[src/rtl/clause_scheduler_pkg.sv]
// Shared widths and FSM state type for the clause scheduler.
package clause_scheduler_pkg;

  localparam int unsigned NUM_VARS = 2;
  localparam int unsigned VAR_W    = 8;

  // A clause carries one coefficient per variable plus a constant term.
  localparam int unsigned CW = (NUM_VARS + 1) * VAR_W;
  localparam int unsigned AW = NUM_VARS * VAR_W;

  typedef enum logic [2:0] {
    S_IDLE,
    S_READ,
    S_DRIVE,
    S_EVAL,
    S_DONE
  } state_e;

endpackage

[src/rtl/clause_scheduler_if.sv]
// Requester/memory/checker-facing bundle of the clause scheduler.
interface clause_scheduler_if
    import clause_scheduler_pkg::*;
#(
    parameter int unsigned ADDR_W = 4,
    parameter int unsigned CNT_W  = 3
) ();
    logic              in_enable;
    logic              in_start;
    logic [AW-1:0]     in_current_assignment;
    logic [ADDR_W-1:0] out_clause_addr;
    logic [2*CW-1:0]   in_clause_data;
    logic [CW-1:0]     out_coefficients_clause1;
    logic [CW-1:0]     out_coefficients_clause2;
    logic [AW-1:0]     out_current_assignment;
    logic [1:0]        in_flag;
    logic              out_busy;
    logic              out_done;
    logic [CNT_W-1:0]  out_violations;
    logic              out_all_sat;

    modport slave (
        input  in_enable, in_start, in_current_assignment, in_clause_data, in_flag,
        output out_clause_addr, out_coefficients_clause1, out_coefficients_clause2,
               out_current_assignment, out_busy, out_done, out_violations, out_all_sat
    );

    modport master (
        output in_enable, in_start, in_current_assignment, in_clause_data, in_flag,
        input  out_clause_addr, out_coefficients_clause1, out_coefficients_clause2,
               out_current_assignment, out_busy, out_done, out_violations, out_all_sat
    );
endinterface

[src/rtl/clause_scheduler_popcount2.sv]
// Number of violated clauses (0..2) in a checker flag pair; 1 = satisfied.
module clause_popcount2 (
    input  logic [1:0] flag_i,
    output logic [1:0] count_o
);
    assign count_o = {1'b0, ~flag_i[0]} + {1'b0, ~flag_i[1]};
endmodule

[src/rtl/clause_scheduler.sv]
// Walks clause memory pair by pair, feeds the checker and counts violated clauses.
// Optional: CLAUSE_SCHEDULER_EARLY_EXIT_EN stops the sweep at the first violating pair.
module clause_scheduler
    import clause_scheduler_pkg::*;
#(
    parameter int unsigned NUM_PAIRS = 2,
    parameter int unsigned ADDR_W    = 4,
    parameter int unsigned CNT_W     = 3
) (
    input logic              in_clk,
    input logic              in_reset,
    clause_scheduler_if.slave bus
);
    state_e            state_q, state_d;
    logic [ADDR_W-1:0] pair_q, pair_d;
    logic [CNT_W-1:0]  cnt_q, cnt_d;
    logic [CW-1:0]     coef1_q, coef1_d, coef2_q, coef2_d;
    logic [AW-1:0]     asg_q, asg_d;
    logic              busy_q, busy_d, done_q, done_d, sat_q, sat_d;
    logic [CNT_W-1:0]  viol_q, viol_d;
    logic [1:0]        pop;
    logic              last_pair;

    clause_popcount2 u_pop (
        .flag_i  (bus.in_flag),
        .count_o (pop)
    );

    assign last_pair = (pair_q == ADDR_W'(NUM_PAIRS - 1));

    always_comb begin
        state_d = state_q;
        pair_d  = pair_q;
        cnt_d   = cnt_q;
        coef1_d = coef1_q;
        coef2_d = coef2_q;
        asg_d   = asg_q;
        busy_d  = busy_q;
        done_d  = 1'b0;
        viol_d  = viol_q;
        sat_d   = sat_q;

        // busy drops as the done pulse ends, unless a new sweep starts right then
        if (done_q) busy_d = 1'b0;

        unique case (state_q)
            S_IDLE: begin
                if (bus.in_start) begin
                    asg_d   = bus.in_current_assignment;
                    pair_d  = '0;
                    cnt_d   = '0;
                    busy_d  = 1'b1;
                    state_d = S_READ;
                end
            end
            S_READ:  state_d = S_DRIVE;
            S_DRIVE: begin
                coef1_d = bus.in_clause_data[CW-1:0];
                coef2_d = bus.in_clause_data[2*CW-1:CW];
                state_d = S_EVAL;
            end
            S_EVAL: begin
                cnt_d = cnt_q + CNT_W'(pop);
`ifdef CLAUSE_SCHEDULER_EARLY_EXIT_EN
                if (last_pair || bus.in_flag != 2'b11) begin
`else
                if (last_pair) begin
`endif
                    state_d = S_DONE;
                end else begin
                    pair_d  = pair_q + ADDR_W'(1);
                    state_d = S_READ;
                end
            end
            S_DONE: begin
                viol_d  = cnt_q;
                sat_d   = (cnt_q == '0);
                done_d  = 1'b1;
                state_d = S_IDLE;
            end
            default: state_d = S_IDLE;
        endcase
    end

    always_ff @(posedge in_clk) begin
        if (!in_reset) begin
            state_q <= S_IDLE;
            pair_q  <= '0;
            cnt_q   <= '0;
            coef1_q <= '0;
            coef2_q <= '0;
            asg_q   <= '0;
            busy_q  <= 1'b0;
            done_q  <= 1'b0;
            viol_q  <= '0;
            sat_q   <= 1'b0;
        end else if (bus.in_enable) begin
            state_q <= state_d;
            pair_q  <= pair_d;
            cnt_q   <= cnt_d;
            coef1_q <= coef1_d;
            coef2_q <= coef2_d;
            asg_q   <= asg_d;
            busy_q  <= busy_d;
            done_q  <= done_d;
            viol_q  <= viol_d;
            sat_q   <= sat_d;
        end
    end

    assign bus.out_clause_addr          = pair_q;
    assign bus.out_coefficients_clause1 = coef1_q;
    assign bus.out_coefficients_clause2 = coef2_q;
    assign bus.out_current_assignment   = asg_q;
    assign bus.out_busy                 = busy_q;
    assign bus.out_done                 = done_q;
    assign bus.out_violations           = viol_q;
    assign bus.out_all_sat              = sat_q;
endmodule

[src/flat_wrapper.sv]
// flat-port wrapper written by rule: the top's interface ports become plain ports
module clause_scheduler_flat import clause_scheduler_pkg::*;
#(
    parameter int unsigned NUM_PAIRS = 2,
    parameter int unsigned ADDR_W    = 4,
    parameter int unsigned CNT_W     = 3
)
  (in_clk, in_reset, bus_in_enable, bus_in_start, bus_in_current_assignment, bus_in_clause_data, bus_in_flag, bus_out_clause_addr, bus_out_coefficients_clause1, bus_out_coefficients_clause2, bus_out_current_assignment, bus_out_busy, bus_out_done, bus_out_violations, bus_out_all_sat);
  clause_scheduler_if #(.ADDR_W(ADDR_W), .CNT_W(CNT_W)) bus_i ();
  input logic in_clk;
  input logic in_reset;
  input wire logic [$bits(bus_i.in_enable)-1:0] bus_in_enable;
  input wire logic [$bits(bus_i.in_start)-1:0] bus_in_start;
  input wire logic [$bits(bus_i.in_current_assignment)-1:0] bus_in_current_assignment;
  input wire logic [$bits(bus_i.in_clause_data)-1:0] bus_in_clause_data;
  input wire logic [$bits(bus_i.in_flag)-1:0] bus_in_flag;
  output wire logic [$bits(bus_i.out_clause_addr)-1:0] bus_out_clause_addr;
  output wire logic [$bits(bus_i.out_coefficients_clause1)-1:0] bus_out_coefficients_clause1;
  output wire logic [$bits(bus_i.out_coefficients_clause2)-1:0] bus_out_coefficients_clause2;
  output wire logic [$bits(bus_i.out_current_assignment)-1:0] bus_out_current_assignment;
  output wire logic [$bits(bus_i.out_busy)-1:0] bus_out_busy;
  output wire logic [$bits(bus_i.out_done)-1:0] bus_out_done;
  output wire logic [$bits(bus_i.out_violations)-1:0] bus_out_violations;
  output wire logic [$bits(bus_i.out_all_sat)-1:0] bus_out_all_sat;
  assign bus_i.in_enable = bus_in_enable;
  assign bus_i.in_start = bus_in_start;
  assign bus_i.in_current_assignment = bus_in_current_assignment;
  assign bus_i.in_clause_data = bus_in_clause_data;
  assign bus_i.in_flag = bus_in_flag;
  assign bus_out_clause_addr = bus_i.out_clause_addr;
  assign bus_out_coefficients_clause1 = bus_i.out_coefficients_clause1;
  assign bus_out_coefficients_clause2 = bus_i.out_coefficients_clause2;
  assign bus_out_current_assignment = bus_i.out_current_assignment;
  assign bus_out_busy = bus_i.out_busy;
  assign bus_out_done = bus_i.out_done;
  assign bus_out_violations = bus_i.out_violations;
  assign bus_out_all_sat = bus_i.out_all_sat;
  clause_scheduler #(.NUM_PAIRS(NUM_PAIRS), .ADDR_W(ADDR_W), .CNT_W(CNT_W)) u_core (.in_clk(in_clk), .in_reset(in_reset), .bus(bus_i));
endmodule
[config.mk]
export PLATFORM = sky130hd
export DESIGN_NAME = clause_scheduler_flat
export DESIGN_NICKNAME = d
export VERILOG_FILES = /design/src/rtl/clause_scheduler_pkg.sv /design/src/rtl/clause_scheduler_if.sv /design/src/rtl/clause_scheduler_popcount2.sv /design/src/rtl/clause_scheduler.sv /design/src/flat_wrapper.sv
export SDC_FILE = /design/constraint.sdc
export NUM_CORES = 1
export LEC_CHECK = 0
export BUFFER_PORTS_ARGS = -buffer_cell sky130_fd_sc_hd__buf_2
export CORE_UTILIZATION = 41
export CTS_BUF_LIST = sky130_fd_sc_hd__clkbuf_4 sky130_fd_sc_hd__clkbuf_8
export CTS_CLUSTER_DIAMETER = 40
export DETAILED_ROUTE_END_ITERATION = 12
export HOLD_SLACK_MARGIN = 0.05
export PLACE_DENSITY = 0.71
export SYNTH_ARGS = -nofsm -noshare
export SYNTH_HDL_FRONTEND = slang
export SYNTH_SLANG_ARGS = --single-unit
export TNS_END_PERCENT = 5
[constraint.sdc]
create_clock -name in_clk -period 4.3 [get_ports in_clk]
set_input_delay 1.29 -clock in_clk [delete_from_list [all_inputs] [get_ports in_clk]]
set_output_delay 1.29 -clock in_clk [all_outputs]
set_load 0.02 [all_outputs]
==> run_results.csv, run 1 <==
group,metric,value,unit
grt,grt_max_degree,49,
worst_setup_path,regToRegStartpoint,"u_core.state_q[1]",
worst_setup_path,cp.required,4.57,ns
floorplanning,io_pins,144,
placed_design,gp_congestion,0.774,
drt,post_drt_wl_per_cell,12.5,µm
drt,drt_wl_total,7560,µm
worst_setup_path,path_class,"in -> reg",
drt,drt_iter0_markers,48,
layout,diodes,0,
power_and_ir_drop,p_int,1.12,mW
layout,area_growth,28.6,%
drt,drtPass1Iterations,4,
timing,setup_viol,0,
placed_design,numPortBuffers,143,
floorplanning,core-area,7370,µm²
logic_synthesis,synth_ff_type,"dfxtp_1",
worst_hold_path,hp-class,"reg -> reg",
flow_run,cap_violations,0,
run_status,outcome,"complete, no violations",
cts,path_clk_slew,0.08,ns
worst_setup_path,worst_setup_path_end_kind,"flip-flop",
logic_synthesis,netlist_instances,374,
power_and_ir_drop,p_comb_share,11.6,%
layout,fin_cells,604,
logic_synthesis,synth_fp_nets,448,
logic_synthesis,async_flop_share,0,%
power_and_ir_drop,seqPwrFrac,51.8,%
logic_synthesis,synth-edff-count,0,
cts,cts_resized,0,
timing,hold_violations,0,
timing,skew,0.0138,ns
power_and_ir_drop,pwr-share-clk,36.6,%
drt,drc,0,
timing,min_period,2.61,ns
logic_synthesis,synthesis.area,3190,µm²
grt,first_global_vias,2824,
timing,drv_slew,0,
timing,tns,0,ns
logic_synthesis,ys_seq_elements,80,
cts,cts_hold_buf,0,
cts,htreeDepth,3,
cts,clk_latency,0.34,ns
grt,grt_use_total,19.0,%
timing,relSlewSlack,26.0,%
grt,antenna_found_initial,0,
cts,cts_tree,"built",
cts,cts_buffer_depth,2,
logic_synthesis,synth.avg_cell_area,8.52,µm²
placed_design,place_inst,588,
power_and_ir_drop,netSwitchingPower,0.387,mW
drt,num_vias,2988,
drt,final_antenna_net_count,0,
worst_setup_path,startpoint,"bus_in_enable",
timing,rsz0062_at_grt,"false",
worst_setup_path,worstPathMaxFanout,19,
timing,timing.final.crit_share,60.8,%
floorplanning,die-area,8130,µm²
floorplanning,die_w,90.2,µm
power_and_ir_drop,leakagePower,1.77,nW
grt,grt_overflow_total,0,
timing,worst_pin_slew,1.10,ns
worst_hold_path,min_from,"u_core.bus.out_coefficients_clause1[1]",
cts,cts_sinks,80,
floorplanning,start_util,43.3,%
power_and_ir_drop,finalPower,1.51,mW
power_and_ir_drop,peakVddDrop,0.161,mV
layout,drive_gt1_share,32.9,%
logic_synthesis,synth_warnings,0,
layout,nNetsFinal,574,
cts,cts-buffers-inserted,9,
timing,max_freq,383,MHz
placed_design,dp_hpwl,5110,µm
logic_synthesis,synth_cell_types,42,
grt,grt_pass1_wl,12800,µm
floorplanning,die_y,90.2,µm
cts,cts_setup_buffers,0,
power_and_ir_drop,p_per_area,368,nW/µm²
worst_setup_path,startpoint_type,"primary input",
drt,vias_per_cell,4.95,
timing,hold_ws,0.452,ns
floorplanning,rows,31,
logic_synthesis,ys_seq_area_share,50.2,%
worst_setup_path,cp.arrival,2.88,ns
power_and_ir_drop,swShare,25.6,%
cts,cts_root_buf,"clkbuf_8",
## cell families after synthesis
| group | synth area share, % |
|---|---|
| simple gates | 22.6 |
| mux | 1.57 |
| buf+inv | 5.06 |
| flops | 50.2 |
| fa+ha+maj | 1.81 |
| compound gates | 18.8 |
## power groups by stage
stage	clock [mW]	sequential (mW)	combinational (mW)
final	0.552	0.782	0.176
after global placement	0	0.798	0.175
after floorplan	0	0.823	0.0864
after detailed placement	0	0.799	0.178
after CTS	0.571	0.782	0.178
after global routing	0.603	0.786	0.195
## state kept, by name, indices dropped and copies added, names as in the netlist
name / flops
u_core.bus.out_violations: 3
u_core.state_q: 3
u_core.bus.out_clause_addr: 4
u_core.cnt_q: 3
u_core.bus.out_busy: 1
u_core.bus.out_coefficients_clause1: 24
u_core.bus.out_done: 1
u_core.bus.out_all_sat: 1
u_core.bus.out_current_assignment: 16
u_core.bus.out_coefficients_clause2: 24
## worst max-delay path: stages
cell     delay (ns)
buf_2          0.22
nor4b_4        0.86
a22o_1         0.32
mux2i_1        0.19
## placed cells by master (no fill, tap or decap), types with 2 or more instances in the layout
cell type | netlist | routed
clkbuf_8 | 0 | 10
a21oi_1 | 40 | 40
o211ai_1 | 4 | 4
or3_1 | 2 | 2
clkinv_2 | 0 | 3
nand2b_1 | 3 | 3
nand4b_1 | 3 | 3
nand3_1 | 18 | 18
o21ai_1 | 10 | 10
o21ai_0 | 9 | 9
a21boi_0 | 27 | 27
mux2i_1 | 5 | 5
nor2b_1 | 6 | 6
nor2_1 | 5 | 5
ha_1 | 3 | 3
nand2_1 | 101 | 101
buf_2 | 12 | 143
nand3b_1 | 4 | 4
inv_1 | 5 | 5
dfxtp_1 | 80 | 80
## through the flow
step                utilization (%)  worst slack [ns]  area [µm²]
global placement               52.9              1.39        3900
floorplan                         -              1.75        3190
detailed placement             52.9              1.32        3900
finish                         55.6              1.69        4100
global route                   55.6              1.53        4100
CTS                            55.6              1.68        4100
## synthesized netlist by cell type (2+ instances only)
| master | count | share of area, % |
|---|---|---|
| a21oi_1 | 40 | 6.3 |
| buf_4 | 2 | 0.47 |
| nand2b_1 | 3 | 0.59 |
| buf_2 | 12 | 1.9 |
| ha_1 | 3 | 1.2 |
| nand3b_1 | 4 | 0.94 |
| o211ai_1 | 4 | 0.94 |
| nand3_1 | 18 | 2.8 |
| clkbuf_1 | 12 | 1.4 |
| mux2i_1 | 5 | 1.6 |
| or3_1 | 2 | 0.39 |
| dfxtp_1 | 80 | 50 |
| nand2_1 | 101 | 12 |
| inv_1 | 5 | 0.59 |
| o21ai_0 | 9 | 1.4 |
| buf_1 | 2 | 0.24 |
| nor2_1 | 5 | 0.59 |
| nor2b_1 | 6 | 1.2 |
| a21boi_0 | 27 | 6.4 |
| nand4b_1 | 3 | 0.82 |
| o21ai_1 | 10 | 1.6 |
## final timing paths
path	to	slack, ns	cells past startpoint
setup / recovery	u_core.bus.out_clause_addr[1]	1.69	4
hold / removal	u_core.bus.out_coefficients_clause1[1]	0.45	2
setup reg to reg	u_core.bus.out_coefficients_clause1[16]	2.29	3
hold reg to reg	u_core.bus.out_coefficients_clause1[1]	0.45	2
## routing by layer
layer  up-vias  part of all wire (%)  GRT usage (%)
met5         -                     0              0
met4         0                  0.85           4.44
met3         9                   5.3           4.57
met2        89                    49           33.7
met1      1372                    45           23.0
li1       1518                     -              -
## area by class of cell
| cell class | instances | area, µm² |
|---|---|---|
| fill | 720 | 3270 |
| sequential | 80 | 1600 |
| clock buffer | 11 | 145 |
| clock inverter | 5 | 53.8 |
| inverter | 6 | 22.5 |
| multi-input combinational | 259 | 1430 |
| timing repair buffer | 144 | 723 |
| tap | 99 | 124 |
Power figures use the tool's default switching activity.
==> inputs of run 2 (changes only) <==
--- a/config.mk
+++ b/config.mk
@@ -11,7 +11,7 @@
 export CTS_CLUSTER_DIAMETER = 40
 export DETAILED_ROUTE_END_ITERATION = 12
 export HOLD_SLACK_MARGIN = 0.05
-export PLACE_DENSITY = 0.71
+export PLACE_DENSITY = 0.74
 export SYNTH_ARGS = -nofsm -noshare
 export SYNTH_HDL_FRONTEND = slang
 export SYNTH_SLANG_ARGS = --single-unit
==> constraint.sdc (replaced) <==
create_clock -name in_clk -period 2.38 [get_ports in_clk]
set_input_delay 0.714 -clock in_clk [delete_from_list [all_inputs] [get_ports in_clk]]
set_output_delay 0.714 -clock in_clk [all_outputs]
set_load 0.02 [all_outputs]
==> run_results.csv, run 2 (synthesis results as in run 1) <==
group,metric,value,unit
run_status,outcome,"complete, no violations",
worst_setup_path,r2r_setup_slack,0.62,ns
layout,nNetsFinal,581,
cts,cts_tree,"built",
cts,path_clk_slew,0.07,ns
drt,drtPass1Iterations,4,
power_and_ir_drop,leakagePower,1.82,nW
power_and_ir_drop,p_per_area,694,nW/µm²
cts,cts_resized,0,
drt,drt_iter0_markers,91,
timing,min_period,1.80,ns
cts,cts_hold_buf,0,
worst_setup_path,cp.required,2.63,ns
layout,final_cell_mix,"143 x buf_2, 101 x nand2_1, 80 x dfxtp_1",
placed_design,gp_congestion,0.731,
power_and_ir_drop,peakVddDrop,0.418,mV
placed_design,numPortBuffers,143,
placed_design,dp_hpwl,5430,µm
worst_setup_path,cp.arrival,2.05,ns
flow_run,cap_violations,0,
grt,grt_pass1_wl,13000,µm
grt,grt_overflow_total,0,
timing,tns,0,ns
worst_hold_path,hp-class,"reg -> reg",
layout,diodes,0,
grt,first_global_vias,2841,
cts,cts_setup_buffers,0,
drt,final_antenna_net_count,0,
floorplanning,start_util,43.3,%
worst_hold_path,hold_depth,2,
floorplanning,die_w,90.2,µm
layout,fillers,714,
floorplanning,rows,31,
worst_hold_path,min_from,"u_core.bus.out_coefficients_clause1[1]",
timing,hold_violations,0,
layout,register_area,1600,µm²
placed_design,place_inst,595,
drt,drc,0,
timing,rsz0062_at_grt,"false",
worst_setup_path,worstPathMaxFanout,2,
timing,skew,0.0117,ns
cts,clk_latency,0.34,ns
worst_setup_path,r2r_end,"u_core.cnt_q[2]",
timing,drv_slew,0,
floorplanning,io_pins,144,
cts,cts_sinks,80,
layout,multi_input_area,1430,µm²
worst_setup_path,rr_worst_depth,7,
cts,cts_root_buf,"clkbuf_8",
drt,num_vias,3028,
grt,grt_max_degree,49,
worst_setup_path,path_class,"in -> reg",
layout,fin_cells,610,
timing,worst_pin_slew,0.561,ns
cts,cts-buffers-inserted,9,
worst_setup_path,worst_setup_path_end_kind,"flip-flop",
grt,grt_use_total,19.5,%
layout,drive_gt1_share,33.7,%
timing,max_freq,557,MHz
power_and_ir_drop,finalPower,2.92,mW
layout,layout_commonest_cell,"buf_2",
cts,htreeDepth,3,
layout,fin_util,57.2,%
worst_setup_path,regToRegStartpoint,"u_core.cnt_q[0]",
drt,drt_wl_total,7780,µm
floorplanning,die-area,8130,µm²
placed_design,pre_cts_ws,0.230,ns
drt,post_drt_wl_per_cell,12.7,µm
floorplanning,core-area,7370,µm²
grt,antenna_found_initial,0,
worst_setup_path,startpoint_type,"primary input",
cts,cts_buffer_depth,2,
worst_hold_path,min_to,"u_core.bus.out_coefficients_clause1[1]",
timing,relSlewSlack,62.6,%
layout,area_growth,32.3,%
timing,setup_viol,0,
floorplanning,die_y,90.2,µm
timing,fin_ws,0.583,ns
timing,timing.final.crit_share,75.5,%
drt,vias_per_cell,4.96,
run 2: cell count changes in the layout (fill, tap and decap cells not counted):
cell,delta
clkbuf_8,-1
clkinvlp_4,+1
buf_4,+5
inv_6,-1
buf_12,+2
clkinv_2,-3
bufinv_16,+2
clkinv_4,+1
run 2: how the worst max path moves through the flow:
stage                               start         endpoint  slack [ns]  cells past startpoint
after floorplan            bus_in_flag[0]  u_core.cnt_q[2]        0.41                      6
after global placement     bus_in_flag[0]  u_core.cnt_q[2]        0.26                      7
after detailed placement   bus_in_flag[0]  u_core.cnt_q[2]        0.23                      7
after CTS                  bus_in_flag[0]  u_core.cnt_q[2]        0.59                      7
after global routing      u_core.cnt_q[0]  u_core.cnt_q[2]        0.51                      7
final                      bus_in_flag[0]  u_core.cnt_q[2]        0.58                      7
run 2: area by class of cell:
type	count	area share (%)
Clock inverter	5	2.52
Tap cell	99	2.94
Inverter	6	0.534
Sequential cell	80	38.0
Multi-Input combinational cell	259	33.9
Clock buffer	10	3.12
Timing Repair Buffer	151	19.0
run 2: power by group:
group / internal, mW / switching, mW / leakage (nW)
Combinational: 0.136 / 0.198 / 1.06
Clock: 0.705 / 0.472 / 0.116
Sequential: 1.38 / 0.0308 / 0.648
run 2: critical path, stage by stage:
cell	delay (ns)
buf_2	0.11
fa_1	0.41
inv_1	0.06
ha_1	0.13
inv_1	0.04
or3_1	0.35
a221oi_2	0.23
run 2: stage by stage:
step / hold slack [ns] / instance area, µm²
detailed placement: 0.443 / 3980
global route: 0.479 / 4220
CTS: 0.455 / 4220
finish: 0.453 / 4220
floorplan: 0.494 / 3190
global placement: 0.440 / 3980
run 2: layer usage:
metal / vias up / GRT usage (%) / wire (µm)
met4: 0 / 8.20 / 115
met3: 9 / 2.96 / 336
met1: 1411 / 23.4 / 3380
met5: - / 0 / 0
li1: 1527 / - / -
met2: 81 / 34.5 / 3950
==> inputs of run 3 (changes only) <==
==> constraint.sdc (replaced) <==
create_clock -name in_clk -period 1.6 [get_ports in_clk]
set_input_delay 0.48 -clock in_clk [delete_from_list [all_inputs] [get_ports in_clk]]
set_output_delay 0.48 -clock in_clk [all_outputs]
set_load 0.02 [all_outputs]
==> run_results.csv, run 3 (synthesis results as in run 1) <==
group,metric,value,unit
run_status,outcome,"complete, no violations",
drt,vias_per_cell,4.97,
worst_setup_path,cp.arrival,1.83,ns
cts,cts_tree,"built",
floorplanning,die-area,8130,µm²
power_and_ir_drop,p_per_area,970,nW/µm²
timing,hold_violations,0,
placed_design,dp_hpwl,5810,µm
cts,clk_latency,0.34,ns
worst_setup_path,worstPathMaxFanout,2,
placed_design,gp_congestion,0.785,
cts,cts_sinks,80,
drt,num_vias,3104,
power_and_ir_drop,leakagePower,1.91,nW
grt,grt_overflow_total,0,
layout,area_growth,37.1,%
grt,grt_pass1_wl,13200,µm
timing,drv_slew,0,
power_and_ir_drop,swShare,25.0,%
grt,grt_max_degree,29,
layout,multi_input_area,1450,µm²
floorplanning,die_y,90.2,µm
worst_hold_path,hp-class,"in -> reg",
timing,skew,0.0112,ns
grt,antenna_found_initial,0,
power_and_ir_drop,peakVddDrop,0.389,mV
layout,drive_gt1_share,36.5,%
power_and_ir_drop,p_int,3.18,mW
layout,nNetsFinal,596,
cts,cts_hold_buf,0,
layout,fillers,664,
drt,drtPass1Iterations,5,
cts,cts_buffer_depth,2,
cts,cts_root_buf,"clkbuf_8",
drt,drc,0,
worst_setup_path,worst_setup_path_end_kind,"flip-flop",
placed_design,dpl-instance-area,4150,µm²
drt,drt_iter0_markers,71,
layout,layout_commonest_cell,"buf_2",
layout,diodes,0,
layout,fin_util,59.3,%
floorplanning,rows,31,
cts,cts-buffers-inserted,9,
timing,timing.final.crit_share,97.9,%
flow_run,cap_violations,0,
timing,min_period,1.57,ns
timing,rsz0062_at_grt,"true",
layout,final_cell_mix,"143 x buf_2, 101 x nand2_1, 79 x dfxtp_1",
layout,register_area,1600,µm²
timing,setup_viol,0,
floorplanning,die_w,90.2,µm
drt,post_drt_wl_per_cell,12.9,µm
timing,worst_pin_slew,0.550,ns
power_and_ir_drop,netSwitchingPower,1.06,mW
grt,first_global_vias,2843,
power_and_ir_drop,seqPwrFrac,49.3,%
floorplanning,start_util,43.3,%
layout,post-route-cell-area,4370,µm²
placed_design,numPortBuffers,143,
timing,max_freq,639,MHz
cts,htreeDepth,3,
worst_setup_path,path_class,"reg -> reg",
drt,drt_wl_total,8040,µm
power_and_ir_drop,p_comb_share,13.0,%
drt,final_antenna_net_count,0,
power_and_ir_drop,pwr-share-clk,37.7,%
cts,cts_setup_buffers,0,
floorplanning,core-area,7370,µm²
timing,relSlewSlack,63.3,%
cts,path_clk_slew,0.08,ns
worst_setup_path,startpoint_type,"flip-flop",
grt,grt_use_total,20.2,%
worst_setup_path,cp.required,1.86,ns
floorplanning,io_pins,144,
[run 3: cell count changes in the layout (fill, tap and decap cells not counted), sizes merged]
cell | previous run | this run
buf | 151 | 166
bufinv | 3 | 2
inv | 6 | 7
[run 3: worst max-delay path, cell delays in order, from the launching register on]
cell and delay (ns):
dfxtp_2 0.34, inv_2 0.04, fa_2 0.32, inv_2 0.07, ha_4 0.11, inv_1 0.04
or3_1 0.35, a221oi_2 0.21
[run 3: final cells by class]
class	instances	share of cell area (%)
flip-flops and latches	80	36.7
well taps	99	2.83
clock buffers	10	3.01
repair buffers	166	22.0
clock inverters	5	1.86
inverters	6	0.515
multi-input cells	259	33.1
[run 3: final timing paths]
kind / slack (ns) / cells after the start / end / from
max: 0.03 / 7 / u_core.cnt_q[2] / u_core.cnt_q[0]
min reg2reg: 0.46 / 2 / u_core.bus.out_coefficients_clause1[11] / u_core.bus.out_coefficients_clause1[11]
min: 0.36 / 3 / u_core.bus.out_coefficients_clause1[13] / bus_in_clause_data[13]
max reg2reg: 0.03 / 7 / u_core.cnt_q[2] / u_core.cnt_q[0]
[run 3: metal layers]
metal,track usage (%),share of wire [%]
met5,0,0
met4,10.1,2.6
met3,3.38,4.4
met2,34.4,50
met1,24.5,43
[run 3: through the flow]
| step | cells | power (mW) | TNS, ns | setup WS, ns | hold WS, ns |
|---|---|---|---|---|---|
| global placement | 610 | 2.68 | -0.273 | -0.260 | 0.437 |
| global route | 625 | 4.43 | -0.0185 | -0.0168 | 0.360 |
| detailed placement | 610 | 2.69 | -0.356 | -0.288 | 0.445 |
| finish | 625 | 4.24 | 0 | 0.0339 | 0.364 |
| floorplan | 374 | 2.44 | -0.142 | -0.107 | 0.494 |
| CTS | 625 | 4.29 | 0 | 0.0102 | 0.349 |
[run 3: power by group through the flow]
stage	Sequential, mW	Clock [mW]	Combinational [mW]
6_report	2.09	1.60	0.552
5_1_grt	2.10	1.73	0.606
4_1_cts	2.09	1.65	0.554
3_5_place_dp	2.14	0	0.551
3_3_place_gp	2.13	0	0.544
2_1_floorplan	2.21	0	0.232
[run 3: timing repair]
item,CTS,global route
pin swaps,3,1
resized for setup,3,2
endpoints found under the setup margin,1,2
